### config.mk
export PLATFORM = sky130hd
export DESIGN_NAME = result_stream_drain_flat
export DESIGN_NICKNAME = d
export VERILOG_FILES = /design/src/rtl/result_stream_drain_if.sv /design/src/rtl/result_stream_drain.sv /design/src/flat_wrapper.sv
export SDC_FILE = /design/constraint.sdc
export NUM_CORES = 1
export LEC_CHECK = 0
export ABC_AREA = 1
export BUFFER_PORTS_ARGS = -buffer_cell sky130_fd_sc_hd__buf_2
export CORE_MARGIN = 10
export CORE_UTILIZATION = 25
export CTS_CLUSTER_DIAMETER = 60
export DETAILED_ROUTE_END_ITERATION = 12
export PLACE_DENSITY_LB_ADDON = 0.3
export RECOVER_POWER = 25
export SYNTH_ARGS = -nofsm -noshare
export SYNTH_HDL_FRONTEND = slang
export SYNTH_SLANG_ARGS = --single-unit
export TNS_END_PERCENT = 1
### constraint.sdc
create_clock -name clk -period 1.49 [get_ports clk]
set_input_delay 0.2235 -clock clk [delete_from_list [all_inputs] [get_ports clk]]
set_output_delay 0.2235 -clock clk [all_outputs]
set_load 0.03 [all_outputs]
### src/rtl/result_stream_drain_if.sv
// Bundle of the result-capture inputs and the outgoing beat stream of
// result_stream_drain. The master modport is the drain block itself; the slave
// modport is the producer/sink side that feeds results and consumes beats.
interface result_stream_drain_if #(
  parameter int SIZE       = 4,
  parameter int DATA_WIDTH = 4,
  parameter int OUT_WIDTH  = 32
);
  logic [SIZE*SIZE*2*DATA_WIDTH-1:0] result_matrix;
  logic                              result_valid;
  logic [OUT_WIDTH-1:0]              m_tdata;
  logic                              m_tvalid;
  logic                              m_tready;
  logic                              m_tlast;
  logic                              busy;
  logic                              drain_done;

  modport master (
    input  result_matrix, result_valid, m_tready,
    output m_tdata, m_tvalid, m_tlast, busy, drain_done
  );

  modport slave (
    output result_matrix, result_valid, m_tready,
    input  m_tdata, m_tvalid, m_tlast, busy, drain_done
  );
endinterface

### src/rtl/result_stream_drain.sv
// result_stream_drain: snapshots a SIZE x SIZE result matrix on a rising
// result_valid and streams it out as ceil(SIZE*SIZE/EPB) beats, EPB elements
// per beat, lowest element in the LSBs, unused tail slots zero.
// Optional build macro RESULT_DRAIN_FRAME_CNT_EN adds a 16-bit frame_count
// output that counts completed frames (wraps at 0xFFFF).
module result_stream_drain #(
  parameter int SIZE       = 4,
  parameter int DATA_WIDTH = 4,
  parameter int OUT_WIDTH  = 32
) (
  input  logic                         clk,
  input  logic                         rst,
  result_stream_drain_if.master        bus
`ifdef RESULT_DRAIN_FRAME_CNT_EN
  ,
  output logic [15:0]                  frame_count
`endif
);

  localparam int ELEM_W = 2 * DATA_WIDTH;
  localparam int MAT_W  = SIZE * SIZE * ELEM_W;
  localparam int EPB    = OUT_WIDTH / ELEM_W;
  localparam int NB     = (SIZE * SIZE + EPB - 1) / EPB;
  localparam int PAD_W  = NB * OUT_WIDTH;
  localparam int BW     = (NB > 1) ? $clog2(NB) : 1;

  localparam logic [BW-1:0] LAST_BEAT = BW'(NB - 1);

  localparam logic [1:0] IDLE   = 2'd0;
  localparam logic [1:0] STREAM = 2'd1;
  localparam logic [1:0] FINISH = 2'd2;

  logic [1:0]       state_q, state_d;
  logic             armed_q, armed_d;
  logic [BW-1:0]    beat_q, beat_d;
  logic [PAD_W-1:0] frame_q, frame_d;
  logic [PAD_W-1:0] frame_pad;
  logic             capture;
  logic             last_beat;

  // Zero-extend the matrix to a whole number of beats so tail slots read as 0.
  always_comb begin
    frame_pad              = '0;
    frame_pad[MAT_W-1:0]   = bus.result_matrix;
  end

  assign capture   = (state_q == IDLE) && bus.result_valid && armed_q;
  assign last_beat = (beat_q == LAST_BEAT);

  // Next-state logic: capture on an armed rising valid, advance on accepted beats.
  always_comb begin
    state_d = state_q;
    armed_d = armed_q;
    beat_d  = beat_q;
    frame_d = frame_q;
    // Any low cycle of result_valid re-arms capture, even mid-frame.
    if (!bus.result_valid) begin
      armed_d = 1'b1;
    end
    case (state_q)
      IDLE: begin
        if (capture) begin
          frame_d = frame_pad;
          beat_d  = '0;
          armed_d = 1'b0;
          state_d = STREAM;
        end
      end
      STREAM: begin
        if (bus.m_tready) begin
          if (last_beat) begin
            state_d = FINISH;
          end else begin
            beat_d = beat_q + 1'b1;
          end
        end
      end
      FINISH: begin
        state_d = IDLE;
      end
      default: begin
        state_d = IDLE;
      end
    endcase
  end

  // State registers with synchronous active-low reset.
  always_ff @(posedge clk) begin
    if (!rst) begin
      state_q <= IDLE;
      armed_q <= 1'b1;
      beat_q  <= '0;
      frame_q <= '0;
    end else begin
      state_q <= state_d;
      armed_q <= armed_d;
      beat_q  <= beat_d;
      frame_q <= frame_d;
    end
  end

  // Stream outputs decode straight from held state, so they stay stable under backpressure.
  always_comb begin
    bus.m_tvalid   = (state_q == STREAM);
    bus.m_tlast    = (state_q == STREAM) && last_beat;
    bus.m_tdata    = '0;
    if (state_q == STREAM) begin
      bus.m_tdata  = frame_q[int'(beat_q) * OUT_WIDTH +: OUT_WIDTH];
    end
    bus.busy       = (state_q != IDLE);
    bus.drain_done = (state_q == FINISH);
  end

`ifdef RESULT_DRAIN_FRAME_CNT_EN
  logic [15:0] frame_cnt_q;

  // Count every drain_done pulse; natural 16-bit wrap.
  always_ff @(posedge clk) begin
    if (!rst) begin
      frame_cnt_q <= '0;
    end else if (state_q == FINISH) begin
      frame_cnt_q <= frame_cnt_q + 16'd1;
    end
  end

  assign frame_count = frame_cnt_q;
`endif

endmodule

### src/flat_wrapper.sv
// flat-port wrapper written by rule: the top's interface ports become plain ports
module result_stream_drain_flat 
#(
  parameter int SIZE       = 4,
  parameter int DATA_WIDTH = 4,
  parameter int OUT_WIDTH  = 32
)
  (clk, rst, bus_result_matrix, bus_result_valid, bus_m_tready, bus_m_tdata, bus_m_tvalid, bus_m_tlast, bus_busy, bus_drain_done);
  result_stream_drain_if #(.SIZE(SIZE), .DATA_WIDTH(DATA_WIDTH), .OUT_WIDTH(OUT_WIDTH)) bus_i ();
  input  logic clk;
  input  logic rst;
  input wire logic [$bits(bus_i.result_matrix)-1:0] bus_result_matrix;
  input wire logic [$bits(bus_i.result_valid)-1:0] bus_result_valid;
  input wire logic [$bits(bus_i.m_tready)-1:0] bus_m_tready;
  output wire logic [$bits(bus_i.m_tdata)-1:0] bus_m_tdata;
  output wire logic [$bits(bus_i.m_tvalid)-1:0] bus_m_tvalid;
  output wire logic [$bits(bus_i.m_tlast)-1:0] bus_m_tlast;
  output wire logic [$bits(bus_i.busy)-1:0] bus_busy;
  output wire logic [$bits(bus_i.drain_done)-1:0] bus_drain_done;
  assign bus_i.result_matrix = bus_result_matrix;
  assign bus_i.result_valid = bus_result_valid;
  assign bus_i.m_tready = bus_m_tready;
  assign bus_m_tdata = bus_i.m_tdata;
  assign bus_m_tvalid = bus_i.m_tvalid;
  assign bus_m_tlast = bus_i.m_tlast;
  assign bus_busy = bus_i.busy;
  assign bus_drain_done = bus_i.drain_done;
  result_stream_drain #(.SIZE(SIZE), .DATA_WIDTH(DATA_WIDTH), .OUT_WIDTH(OUT_WIDTH)) u_core (.clk(clk), .rst(rst), .bus(bus_i));
endmodule
==> out/summary.txt, run 1 <==
Pwr per Cell Area: 1330 nW/um2
Leakage: 3.35 nW
CTS root buffer: clkbuf_16
Largest net degree at the start of global routing: 80
Yosys reg bits: 133
Rows: 55
Final Cycle Share: 133%
Die Span Y: 172 um
Ports: 168
Critical path cell sequence: inv_2 -> bufbuf_16 -> o21ai_0 -> a21oi_1 -> buf_4
Final setup viols: 37
Share of the synthesized area in the top cell type: 46.0%
Starting DRC count in detailed routing: 360
CP required: 1270 ps
Hold Path End: u_core.frame_q[125]
Clock skew: 11.8 ps
Grt total ovfl: 0
Fraction of final layout cells sized beyond drive strength 1: 25.1%
Setup TNS: -13,580 ps
Crit. End Element: output pin
Post-Layout Cell Count: 1,295
Rel. slew slack: 77.4%
WL final: 21,300 um
Drt wl/cell: 16.4 um
Core area: 22,700 um2
Routability Congestion: 0.827
Sequential fraction of the synthesis area: 46.0%
RSZ-0062 raised after global routing: true
Critical R2R Capture: u_core.frame_q[3]
Post-synthesis cell area: 5790 um2
Critical Path AT: 1760 ps
CP Class: flip-flop to output pin
Num CTS Buffers: 17
Synth cell types: 21
DP HPWL: 14,900 um
GR Util All Layers: 14.3%
First-pass GRT wire length: 32,200 um
Initial antenna violation count: 4
Synthesized area per cell: 6.87 um2
FMAX: 503 MHz
CP max stage cell: dfxtp_4
Syn_nets: 976
Max Root-Sink Buffers: 2
Final slew viol count: 0
TritonRoute pass-1 iters: 5
Final hold violations: 0
Clock Latency Late Sink: 430 ps
Vias in the first global route: 5,805
Least-Margin Pin Slew: 339 ps
Dpl cells: 1,257
Largest stage delay, worst path: 380 ps
Die Span X: 172 um
R2R setup slack: 0 ps
Clock transition at path regs: 70 ps
Synth top area cells: dfxtp_1 46%, nor2_1 25%, o21ai_0 16%
CP Launch Type: flip-flop
Post-Syn Instances: 843
Final min period: 1990 ps
CTS tree: done
Starting Density: 25.5%
# DRC: 0
Nets: 1,129
Outcome: finished, violations left
HP Class: primary input to flip-flop
Via/cell ratio: 4.53
Worst vdd ir: 0.000705 V
Reg2reg start: u_core.state_q[0]
Max H-tree Level: 4
Max_cap viols: 0
Die area: 29,700 um2
Hold Path Depth: 3
Failing checks: negative setup slack
Worst hold start: bus_result_matrix[125]
Yosys warns: 0
Register-to-Register Path Depth: 7
Area Growth Syn to Fin: 34.7%
Final WS setup: -497 ps
Detailed-route via count: 5,869
Cell taking the most area after synthesis: dfxtp_1
IO buf count: 167
Final antenna-violating net count: 0
Number of clock sinks: 133
Crit path max fanout: 18
where the power goes:
part           leakage (nW)  internal (W)  switching [W]
Sequential             1.10       0.00390       0.000196
Clock                 0.275       0.00236        0.00181
Combinational          1.97      0.000842        0.00126
Total                  3.35       0.00710        0.00326
per-layer routing:
layer | up-vias | GRT usage (%) | share of wire [%] | wire length, um
met2 | 166 | 24.6 | 49 | 10500
met5 | - | 0 | 0.085 | 18
met1 | 2650 | 16.2 | 42 | 8980
li1 | 3020 | - | - | -
met3 | 31 | 4.29 | 6.8 | 1450
met4 | 2 | 5.17 | 1.7 | 371
cell usage after synthesis:
cell type,n
a21oi_1,33
and2_1,1
buf_1,1
buf_2,17
buf_4,8
buf_6,13
clkbuf_1,26
clkbuf_2,1
dfxtp_1,133
ha_1,1
inv_1,8
inv_2,2
nand2_1,10
nand2_4,1
nand3_1,2
nor2_1,390
nor2_2,1
nor2_4,1
nor4_1,1
o21ai_0,184
o21ai_1,9
per-stage QoR:
stage | util [%] | total power [W] | cell area (um2) | hold WS (ps) | setup WS, ps
finish | 34.4 | 0.0104 | 7810 | 38.8 | -497
floorplan | - | 0.00540 | 5800 | 308 | -104
CTS | 34.4 | 0.0105 | 7810 | 25.1 | -486
detailed placement | 30.6 | 0.00611 | 6960 | 444 | -153
global route | 34.4 | 0.0109 | 7800 | 43.9 | -559
global placement | 30.6 | 0.00609 | 6960 | 435 | -153
cell type report:
| class | instances | area (um2) |
|---|---|---|
| Sequential cell | 133 | 2670 |
| Timing Repair Buffer | 200 | 1410 |
| Clock buffer | 17 | 425 |
| Clock inverter | 15 | 160 |
| Fill cell | 2496 | 14900 |
| Multi-Input combinational cell | 634 | 2750 |
| Tap cell | 285 | 357 |
| Inverter | 10 | 37.5 |
| Antenna cell | 1 | 2.50 |
what timing repair did:
item,4_1_cts,5_1_grt
hold endpoints to repair,1,0
setup endpoints to repair,34,38
pin swaps,8,5
hold buffers,1,0
setup buffers,2,0
gates cloned,3,0
resized for setup,79,18
critical path: cells and delay by family, from the launching register on:
family / cells / cell delay (ps)
compound gates: 2 / 290
buf+inv: 3 / 660
flops: 1 / 380
worst max-delay path by stage:
stage	slack [ps]	depth (start not counted)	to	from
3_5_place_dp	-150	6	bus_m_tdata[20]	u_core.beat_q[0]
3_3_place_gp	-150	6	bus_m_tdata[20]	u_core.beat_q[0]
5_1_grt	-560	5	bus_m_tdata[4]	u_core.beat_q[0]
2_1_floorplan	-100	6	bus_m_tdata[14]	u_core.beat_q[0]
4_1_cts	-490	7	bus_m_tdata[12]	u_core.beat_q[0]
6_report	-500	5	bus_m_tdata[11]	u_core.beat_q[0]
sequential cells by signal, indices dropped and copies added, names as in the netlist:
| register | cells |
|---|---|
| u_core.armed_q | 1 |
| u_core.state_q | 2 |
| u_core.frame_q | 128 |
| u_core.beat_q | 2 |
layout by cell type (no fill, tap or decap):
cell type,count
buf_8,1
clkbuf_16,17
a21oi_2,8
buf_12,12
inv_8,2
nor4_1,1
ha_2,1
bufinv_16,1
clkbuf_4,1
nor2_2,2
nor2_1,389
nand3_1,2
dfxtp_2,1
buf_6,10
buf_4,40
clkbuf_1,1
inv_6,7
nand2_4,1
dfxtp_4,1
a21oi_1,25
o21ai_1,36
bufbuf_16,1
o21ai_0,154
nand2_1,8
diode_2,1
nand2_2,2
o21ai_2,3
clkinv_8,1
and2_1,1
inv_1,7
buf_2,132
buf_16,1
clkinvlp_4,4
nor2_4,1
dlygate4sd3_1,1
inv_2,3
dfxtp_1,131
cells by family after synthesis:
logic type      share of synthesized area (%)
compound gates                           19.5
buf+inv                                  7.51
flops                                    46.0
fa+ha+maj                               0.216
simple gates                             26.8
Note: power is estimated with default switching activity, not from simulation.
==> run 2, diff against run 1 <==
--- a/config.mk
+++ b/config.mk
@@ -7,8 +7,9 @@
 export LEC_CHECK = 0
 export ABC_AREA = 1
 export BUFFER_PORTS_ARGS = -buffer_cell sky130_fd_sc_hd__buf_2
+export CORE_ASPECT_RATIO = 1.5
 export CORE_MARGIN = 10
-export CORE_UTILIZATION = 25
+export CORE_UTILIZATION = 52
 export CTS_CLUSTER_DIAMETER = 60
 export DETAILED_ROUTE_END_ITERATION = 12
 export PLACE_DENSITY_LB_ADDON = 0.3
==> run 2 against run 1 <==
The flow still finishes with violations (negative setup slack). Design area down 2.4%. Sequential power about the same. Non-clock buffer count down 5. Routed wire length down 17%. Via count up 1.7%. Global-route usage up 7.8 points. First-iteration DRC count up 19%. Combinational power down 4%. Sequential share of layout area up 0.84 points. Die area down 47%. Clock skew down 6.6 ps. Flip-flop and latch count unchanged.
==> out/summary.txt, run 2 (synthesis results as in run 1) <==
First-pass GRT wire length: 28,400 um (-12%)
Most frequent cells in the layout: 391 x nor2_1, 166 x o21ai_0, 131 x buf_2
CP Class: flip-flop to output pin
Largest Register: u_core.frame_q
Leakage: 3.34 nW (-0.18%)
Place WS: -21.0 ps (+132 ps)
Critical path cell sequence: inv_2 -> buf_12 -> o21ai_0 -> a21oi_1 -> buf_4
Failing checks: negative setup slack
Fraction of final layout cells sized beyond drive strength 1: 23.7% (-1.3 points)
Final setup viols: 35 (-5.4%)
Rel. slew slack: 74.6% (-2.8 points)
Largest regs: u_core.frame_q: 128 flops, u_core.beat_q: 2 flops, u_core.state_q: 2 flops
Grt total ovfl: 0 (unchanged)
GR Util All Layers: 22.1% (+7.8 points)
CP Launch Type: flip-flop
TritonRoute pass-1 iters: 5 (unchanged)
Outcome: finished, violations left
WL final: 17,800 um (-17%)
Rows: 47 (-15%)
Final slew viol count: 0 (unchanged)
Largest stage delay, worst path: 390 ps (about the same)
Cell Int Power: 0.00766 W (+7.8%)
Via/cell ratio: 5.19 (+14%)
Final core occ: 69.3% (+35 points)
Die area: 15,900 um2 (-47%)
DP HPWL: 12,300 um (-17%)
Ports: 168 (unchanged)
FILL cells: 954 (-62%)
Starting DRC count in detailed routing: 428 (+19%)
Setup TNS: -11,450 ps (+2130 ps)
Drt wl/cell: 15.4 um (-6.2%)
Final hold violations: 0 (unchanged)
Starting Density: 52.7% (+27 points)
Crit. End Element: output pin
Clock skew: 5.19 ps (-6.64 ps)
Clk pwr share: 41.9% (+1.6 points)
CP required: 1270 ps (about the same)
R2R setup slack: 20 ps (+20 ps)
Max reg flops: 128 (unchanged)
FMAX: 530 MHz (+5.4%)
Clock Latency Late Sink: 420 ps (about the same)
Worst vdd ir: 0.000842 V (+19%)
Detailed-route via count: 5,970 (+1.7%)
Num CTS Buffers: 17 (unchanged)
Final antenna-violating net count: 0 (unchanged)
Clock transition at path regs: 60 ps (about the same)
CP max stage cell: dfxtp_4
Pwr per Cell Area: 1380 nW/um2 (+4.2%)
# DRC: 0 (unchanged)
Max H-tree Level: 4 (unchanged)
RSZ-0062 raised after global routing: true
Routability Congestion: 0.877 (+6.0%)
Critical Path AT: 1660 ps (-100 ps)
Die Span Y: 149 um (-13%)
Area Growth Syn to Fin: 31.6%
Core area: 11,000 um2 (-52%)
Part of the power in combinational logic: 19.0% (-1.3 points)
Vias in the first global route: 5,796 (-0.16%)
Final Power: 0.0105 W (+1.7%)
Least-Margin Pin Slew: 381 ps (+41.6 ps)
CTS tree: done
Reg power frac: 39.0% (-0.5 points)
Net Sw Frac: 27.4% (-4.1 points)
Final min period: 1890 ps (-101 ps)
Final WS setup: -396 ps (+101 ps)
Psw: 0.00289 W (-12%)
Most common cell after layout, fill and taps aside: nor2_1
Max Root-Sink Buffers: 2 (unchanged)
Largest net degree at the start of global routing: 42 (-48%)
Number of clock sinks: 133 (unchanged)
Final Cycle Share: 127% (-6.8 points)
HP Class: primary input to flip-flop
Initial antenna violation count: 1 (-3)
Crit path max fanout: 40 (+22)
Nets: 1,124 (-0.44%)
Max_cap viols: 0 (unchanged)
Die Span X: 106 um (-38%)
CTS root buffer: clkbuf_16
IO buf count: 167 (unchanged)
CP bufs+invs: 3 (unchanged)
Delay-heaviest family, CP: buffers and inverters
[run 2: cell types whose count changed in the layout (fill, tap and decap cells not counted), moves of 4 or more]
cell       previous run  this run
o21ai_0             154       166
clkinv_2              0         5
bufinv_16             1         5
buf_4                40        35
o21ai_1              36        25
inv_6                 7         0
[run 2: worst paths after layout]
path / startpoint / to / cells after the start
max: u_core.beat_q[0] / bus_m_tdata[6] / 5
max reg2reg: u_core.state_q[1] / u_core.frame_q[1] / 5
min reg2reg: u_core.armed_q / u_core.armed_q / 2
min: bus_result_matrix[111] / u_core.frame_q[111] / 3
[run 2: power groups by stage]
stage	registers (W)	logic, W	clock network (W)
CTS	0.00410	0.00195	0.00446
global placement	0.00416	0.00183	0
global route	0.00415	0.00226	0.00462
detailed placement	0.00417	0.00186	0
finish	0.00412	0.00201	0.00442
floorplan	0.00409	0.00131	0
[run 2: metal layers]
| layer | up-vias | global-route usage [%] | share of wire, % |
|---|---|---|---|
| met3 | 47 | 6.49 | 8.1 |
| met2 | 238 | 33.9 | 46 |
| met1 | 2673 | 27.3 | 42 |
| met5 | - | 0 | 0 |
| met4 | 0 | 11.8 | 4.1 |
| li1 | 3012 | - | - |
[run 2: worst min-delay path: cells and delay by family]
family	cells	cell delay, ps
AOI/OAI and AO/OA	1	70
and+or+nand+nor	1	70
buffers and inverters	1	70
[run 2: timing repair]
action	in CTS	in global routing
setup buffers	0	3
hold buffers	1	0
resized for setup	58	18
cloned	0	1
endpoints found under the hold margin	1	0
pin swaps	13	13
endpoints found under the setup margin	34	34
[run 2: area by class of cell]
type / instances / area [um2] / share of cell area (%)
antenna: 1 / 2.50 / 0.0328
clock buffer: 20 / 437 / 5.73
clock inverter: 11 / 183 / 2.40
inverter: 10 / 40.0 / 0.525
multi-input combinational: 634 / 2730 / 35.8
sequential: 133 / 2670 / 35.0
tap: 147 / 184 / 2.41
timing repair buffer: 195 / 1380 / 18.1
[run 2: through the flow]
stage | instance area [um2] | cells | hold WS (ps)
2_1_floorplan | 5800 | 843 | 308
3_3_place_gp | 6800 | 1114 | 426
3_5_place_dp | 6800 | 1114 | 432
4_1_cts | 7540 | 1146 | 44.8
5_1_grt | 7620 | 1151 | 62.0
6_report | 7620 | 1151 | 53.1
